**src/rtl/sad_pkg.sv**
```systemverilog
// rtl/sad_pkg.sv - shared SAD engine types and default sizes
package sad_pkg;

  localparam int N_PIX_DEFAULT  = 256;
  localparam int PIX_W_DEFAULT  = 8;
  localparam int ADDR_W_DEFAULT = $clog2(N_PIX_DEFAULT);

  typedef enum logic [1:0] {
    L_IDLE = 2'd0,
    L_FILL = 2'd1,
    L_KICK = 2'd2,
    L_WAIT = 2'd3
  } load_state_t;

endpackage

```
**src/rtl/sad_beat_counter.sv**
```systemverilog
// rtl/sad_beat_counter.sv - beat index counter that saturates at the last pixel
module sad_beat_counter #(
  parameter int N_PIX = 256,
  parameter int W     = 8
) (
  input  logic         clk,
  input  logic         rst,
  input  logic         clear,
  input  logic         inc,
  output logic [W-1:0] count,
  output logic         last
);

  localparam logic [W-1:0] LAST_IDX = W'(N_PIX - 1);

  assign last = (count == LAST_IDX);

  // Holding at the last index keeps the address from wrapping into pixel 0.
  always_ff @(posedge clk) begin
    if (rst || clear) begin
      count <= '0;
    end else if (inc && !last) begin
      count <= count + 1'b1;
    end
  end

endmodule

```
**src/rtl/sad_block_loader.sv**
```systemverilog
// rtl/sad_block_loader.sv - streams A/B pixel pairs into block memories and kicks the SAD controller
module sad_block_loader
  import sad_pkg::*;
#(
  parameter int N_PIX  = N_PIX_DEFAULT,
  parameter int PIX_W  = PIX_W_DEFAULT,
  parameter int ADDR_W = $clog2(N_PIX)
) (
  input  logic                 clk,
  input  logic                 rst,
  input  logic                 load_req,
  input  logic                 load_abort,
  input  logic                 s_valid,
  input  logic [2*PIX_W-1:0]   s_data,
  output logic                 s_ready,
  output logic                 mem_we,
  output logic [ADDR_W-1:0]    mem_addr,
  output logic [PIX_W-1:0]     mem_a_wdata,
  output logic [PIX_W-1:0]     mem_b_wdata,
  output logic                 go,
  input  logic                 sad_done,
  output logic                 busy,
  output logic                 load_done
);

  load_state_t       state;
  logic [ADDR_W-1:0] count;
  logic              last;
  logic              accept;

  // Abort wins over a coincident beat by withdrawing ready.
  assign s_ready = (state == L_FILL) && !load_abort;
  assign accept  = s_valid && s_ready;
  assign go      = (state == L_KICK);
  assign busy    = (state != L_IDLE);

  sad_beat_counter #(
    .N_PIX (N_PIX),
    .W     (ADDR_W)
  ) u_counter (
    .clk   (clk),
    .rst   (rst),
    .clear ((state == L_IDLE) && load_req),
    .inc   (accept),
    .count (count),
    .last  (last)
  );

  always_ff @(posedge clk) begin
    if (rst) begin
      state       <= L_IDLE;
      mem_we      <= 1'b0;
      mem_addr    <= '0;
      mem_a_wdata <= '0;
      mem_b_wdata <= '0;
      load_done   <= 1'b0;
    end else begin
      mem_we    <= 1'b0;
      load_done <= 1'b0;
      case (state)
        L_IDLE: begin
          if (load_req) state <= L_FILL;
        end
        L_FILL: begin
          if (load_abort) begin
            state <= L_IDLE;
          end else if (accept) begin
            mem_we      <= 1'b1;
            mem_addr    <= count;
            mem_a_wdata <= s_data[PIX_W-1:0];
            mem_b_wdata <= s_data[2*PIX_W-1:PIX_W];
            if (last) state <= L_KICK;
          end
        end
        // The final write sits on the bus during the kick cycle.
        L_KICK: begin
          state <= L_WAIT;
        end
        L_WAIT: begin
          if (sad_done) begin
            state     <= L_IDLE;
            load_done <= 1'b1;
          end
        end
        default: state <= L_IDLE;
      endcase
    end
  end

endmodule

```
**config.mk**
```make
export PLATFORM = sky130hd
export DESIGN_NAME = sad_block_loader
export DESIGN_NICKNAME = d
export VERILOG_FILES = /design/src/rtl/sad_pkg.sv /design/src/rtl/sad_beat_counter.sv /design/src/rtl/sad_block_loader.sv
export SDC_FILE = /design/constraint.sdc
export NUM_CORES = 1
export LEC_CHECK = 0
export CORE_MARGIN = 2
export CORE_UTILIZATION = 43
export CTS_CLUSTER_DIAMETER = 150
export DETAILED_ROUTE_END_ITERATION = 12
export HOLD_SLACK_MARGIN = 0.06
export PLACE_DENSITY = 0.85
export SLEW_MARGIN = 20
export SYNTH_ARGS = -nofsm -noshare
export SYNTH_HDL_FRONTEND = slang
export SYNTH_SLANG_ARGS = --single-unit
```
**constraint.sdc**
```tcl
create_clock -name clk -period 1.65 [get_ports clk]
set_input_delay 0.33 -clock clk [delete_from_list [all_inputs] [get_ports clk]]
set_output_delay 0.33 -clock clk [all_outputs]
set_load 0.01 [all_outputs]
```
; Word level (Yosys, flattened, before mapping)
; Index checks and enable logic that the tools add are counted.
[totals]
input_bits = 22
out_inout_bits = 29
ff_bits = 36
word_cells = 40
[classes]
n_addsub = 1
bitwise_logic = 3
n_reduce_logical = 13
muxes = 8
eq_ne = 8
[op_table]
columns = op, n
row1 = $mux 2, 5
row2 = $add 8x1->8 const B, 1
row3 = $eq 8x8->1 const B, 1
row4 = $pmux 2 s4, 1
row5 = $ne 3x2->1 const B, 2
row6 = $eq 2x2->1 const B, 2
row7 = $logic_and 1x1->1, 4
row8 = $ne 2x2->1 const B, 2
row9 = $reduce_and 4->1, 1
row10 = $not 1->1, 3
row11 = $reduce_and 3->1, 1
row12 = $reduce_or 3->1, 1
row13 = $eq 2x1->1 const B, 1
row14 = $logic_not 1->1, 2
row15 = $logic_not 2->1, 1
row16 = $mux 1, 2
row17 = $reduce_bool 2->1, 1
row18 = $reduce_or 2->1, 1
row19 = $logic_or 1x1->1, 1

; Depth between registers and ports, before layout
[depth]
ltp_word = 6
mapped_depth = 5
depth_no_buf = 5

; Cells and area by module
; A second synthesis with hierarchy kept.
[hier_totals]
cells_unflattened = 174
area_unflattened_um2 = 1717.9
[by_module_without_submodules]
columns = module, seq_area_each_um2, n_inst, area_each_um2, cells_per_inst
row1 = sad_block_loader, 560.5, 1, 1292.5, 125
row2 = sad_beat_counter, 160.2, 1, 425.4, 49

; Worst setup path before layout
; Ideal clock, no wire load.
[synth_path]
path_kind = register to register
startpoint = reg u_counter.count[0]
endpoint = reg state[0]
setup_slack_ps = 209
path_buffers = 0
period_less_slack_ps = 1441
setup_time_ps = 91
required_time_ps = 1559
path_stages_with_launch = 6
arrival_ps = 1350
cell_sequence = dfxtp_1 > ha_1 > nand3_1 > nor2_1 > a211o_1 > a311oi_1
[synth_via]
elab_chain_cells = 3
[synth_lines]
columns = element, line
row1 = "start, declared", sad_beat_counter.sv:10  ; output logic [W-1:0] count,
row2 = "start signal, assigned", sad_beat_counter.sv:23  ; count <= count + 1'b1;
row3 = $eq 8x8->1, sad_beat_counter.sv:16  ; assign last = (count == LAST_IDX);
row4 = $ne 3x2->1 (no source line), -
row5 = $reduce_and 4->1 (no source line), -
row6 = "end signal, assigned", sad_block_loader.sv:51  ; state <= L_IDLE;
row7 = "end signal, assigned", sad_block_loader.sv:62  ; if (load_req) state <= L_FILL;
row8 = "end signal, assigned", sad_block_loader.sv:66  ; state <= L_IDLE;
row9 = "end, declared", sad_block_loader.sv:26  ; load_state_t state;
; Every way passes these cells.
; A chain may end at the register's enable or synchronous reset.

; Worst setup path after layout
[layout_path]
startpoint = in load_abort
endpoint = out s_ready
[layout_via]
elab_chain_cells = 2
[layout_lines]
columns = element, line
row1 = "start, declared", sad_block_loader.sv:12  ; input logic load_abort,
row2 = $logic_not 1->1, sad_block_loader.sv:32  ; assign s_ready = (state == L_FILL) && !load_abort;
row3 = $logic_and 1x1->1, sad_block_loader.sv:32
row4 = "end, declared", sad_block_loader.sv:15  ; output logic s_ready,
; Every way passes these cells.

==> results.md <==
* Result of the run: finished clean
* Largest clock skew in the final design at 6.911 ps
* Portion of the clock cycle consumed by the worst path in the final layout at 0.9601
* # Max-Cap Violations at 0
* Setup repair after global routing missed its margin: no
* Sequential-to-total area share from yosys stat at 0.5222
* Number of cell rows at 20
* Total congestion overflow at 0
* Number of clock buffers inserted by TritonCTS at 5
* Area share of the leading cell type in the synthesized netlist at 0.5222
* Die X at 60.65 µm
* Share of post-route cells with drive strength above 1 at 0.08929
* Arrival time reported for the critical path endpoint at 1250 ps
* Overall routed net length at 3.082 mm
* Class of the tightest hold or removal check: flop to flop
* Ant diodes at 0
* Synth area leaders: dfxtp_1 52%, nand2_1 14%, a21oi_1 9.8%, nor2_1 2.7%, nor3b_1 1.6%
* Area added between synthesis and finish at 48.23%
* Clock sink total at 36
* H-tree level count at 2
* Mapped cell area at 1380 µm²
* Critical path required time at 1320 ps
* Final Util at 0.6701
* I/O pin cnt at 51
* Maximum buffer depth of the clock tree at 2
* Post-route DRC at 0
* Global placement routability congestion at 0.7730
* Max Clk Rate at 0.6313 GHz
* Count of antenna-violating nets left after detailed routing at 0
* Initial standard-cell utilization of the core at 0.4520
* Cells traversed along the worst timing path: clkdlybuf4s50_1 -> nor3b_1 -> dlygate4sd2_1
* Number of search-and-repair iterations in the first detailed-routing pass at 4
* Number of input and output port buffers inserted at 50
* Slew at the pin closest to its max-slew limit at 315.2 ps
* Routed len/inst at 11.50 µm
* Number of flops mapped to enable cells by yosys at 0
* Cell family with most CP delay: buffers and inverters
* Clock period minus final worst setup slack at 1584 ps
* Number of instances in the synthesized netlist at 166
* First-pass GRT wire length at 4.974 mm
* Worst IR Drop VDD at 0.4344 mV
* Critical Path Max Stage Delay at 450 ps
* Most frequently used flop master after synthesis: dfxtp_1
* Fillers at 255
* Insertion delay to the later sink of the worst-skew pair at 330 ps
* Type of destination of the critical path: output pin
* CTS Root Cell: clkbuf_4
* Cell area power density at 797.1 nW/µm²
* Total global-route track usage at 0.1818
* Cell with the largest stage delay on the worst path: clkdlybuf4s50_1
* CTS hold repair buffers at 0
* Die outline area at 3678 µm²
* Worst-case hold slack at 458.6 ps
* Chip height at 60.65 µm
* Syn. warnings at 0
* Rel. slew slack at 0.7879
* Leakage power total at 0.7139 nW
* Vias per inst at 4.828
* CP max FO at 4
* Crit Path Class: input pin to output pin
* Via count of the routed design at 1294
* Via count of the first global-routing pass at 1203
* CP startpoint kind: input pin
* Worst path buffer plus inverter count at 2
* Share of synthesized registers carrying an async set or reset at 0
* Final Max Tran Viols at 0
* Clock edge transition at the registers on the reported setup and hold paths at 100 ps
* Initial antenna violation count at 0
* Detailed-placement wirelength estimate at 2.181 mm
* Number of gates resized after cts at 7
* Core area at 3053 µm²
* Cell type contributing the most total cell area after synthesis: dfxtp_1
* CTS tree: done
* Net count after synthesis at 189
* Final-stage net count at 246
* Fin. Hold Viols at 0
* Starting DRT DRC Count at 41
* Setup fix buffers added after clock tree synthesis at 0
* # setup viols final at 0
* Flop and latch count out of synthesis at 36
* Post-Syn Area per Cell at 8.314 µm²
* Number of distinct library cell variants in the gate-level netlist after synthesis at 32
* Pin count of the biggest net entering global routing at 18
## cells by family (layout without fill, tap and decap cells)
family / after synthesis / after routing / share of synthesized area
and+or+nand+nor: 77 / 77 / 0.2457
DFF: 36 / 36 / 0.5222
buffers and inverters: 10 / 68 / 0.03354
AOI/OAI and AO/OA: 38 / 38 / 0.1641
adders and majority gates: 1 / 1 / 0.009065
xor gates and xnor gates: 4 / 4 / 0.02539
## per-stage QoR
stage               total power (W)  setup TNS (ps)  instance area, µm²  setup slack (ps)  instances
floorplan                 0.0009652               0                1380             209.0        166
global placement           0.001059           -2527                1961            -195.6        260
detailed placement         0.001062           -3153                1961            -221.3        260
CTS                        0.001654               0                2041             54.63        268
global route               0.001703               0                2046             19.30        268
finish                     0.001631               0                2046             65.88        268
## worst paths after layout
kind                       from             end  slack, ps  cells after the start
max                  load_abort         s_ready         70                      3
min              mem_b_wdata[0]  mem_b_wdata[0]        460                      2
max reg2reg  u_counter.count[1]        state[0]        200                      5
min reg2reg      mem_b_wdata[0]  mem_b_wdata[0]        460                      2
## tightest hold or removal path, cell delays in order (launching register included)
cell and delay, ps:
dfxtp_1 320, nand2_1 50, a21oi_1 50
## area by class of cell
| class | count | area, µm² | share of cell area |
|---|---|---|---|
| flip-flops and latches | 36 | 728.2 | 0.3560 |
| multi-input cells | 120 | 618.1 | 0.3021 |
| repair buffers | 59 | 564.3 | 0.2758 |
| well taps | 44 | 55.05 | 0.02691 |
| clock buffers | 6 | 41.29 | 0.02018 |
| clock inverters | 2 | 35.03 | 0.01713 |
| inverters | 1 | 3.754 | 0.001835 |
## metal layers
layer | vias to the layer above | global-route usage | share of wire
met2 | 32 | 0.3180 | 0.48
li1 | 669 | - | -
met1 | 585 | 0.2003 | 0.45
met4 | 0 | 0.06832 | 0.017
met5 | - | 0 | 0
met3 | 8 | 0.06823 | 0.050
## cell usage in the layout, fill, tap and decap left out, types with 2 or more instances in the layout
cell and count:
nand2_1 52, clkdlybuf4s50_1 47, dfxtp_1 34, a21oi_1 27, nor2_1 10, buf_4 9, clkbuf_4 5, nor3b_1 3
dlygate4sd2_1 3, nand4_1 2, o21ai_1 2, or3_1 2, xnor2_1 2, xor2_1 2, dfxtp_4 2
## flip-flops by register name (all words and copies together), names as in the netlist, named ones only
register / count
mem_addr: 8
mem_a_wdata: 8
load_done: 1
mem_b_wdata: 8
mem_we: 1
u_counter.count: 8
state: 1
## synth_stat cells, drive strengths merged, types with 2 or more instances
cell,count
a21oi,27
buf,5
nand2,52
clkbuf,4
xnor2,2
o211ai,2
o21ai,3
nand4,2
xor2,2
or3,2
dfxtp,36
nor3b,3
nor2,10
## report_power, final
group          total [W]  switching (W)  internal, W  leakage [nW]
combinational   0.000149      0.0000619    0.0000871         0.379
clock           0.000594       0.000276     0.000317        0.0422
sequential      0.000888     0.00000810     0.000880         0.292
total            0.00163       0.000346      0.00128         0.714
Power figures use the tool's default switching activity.
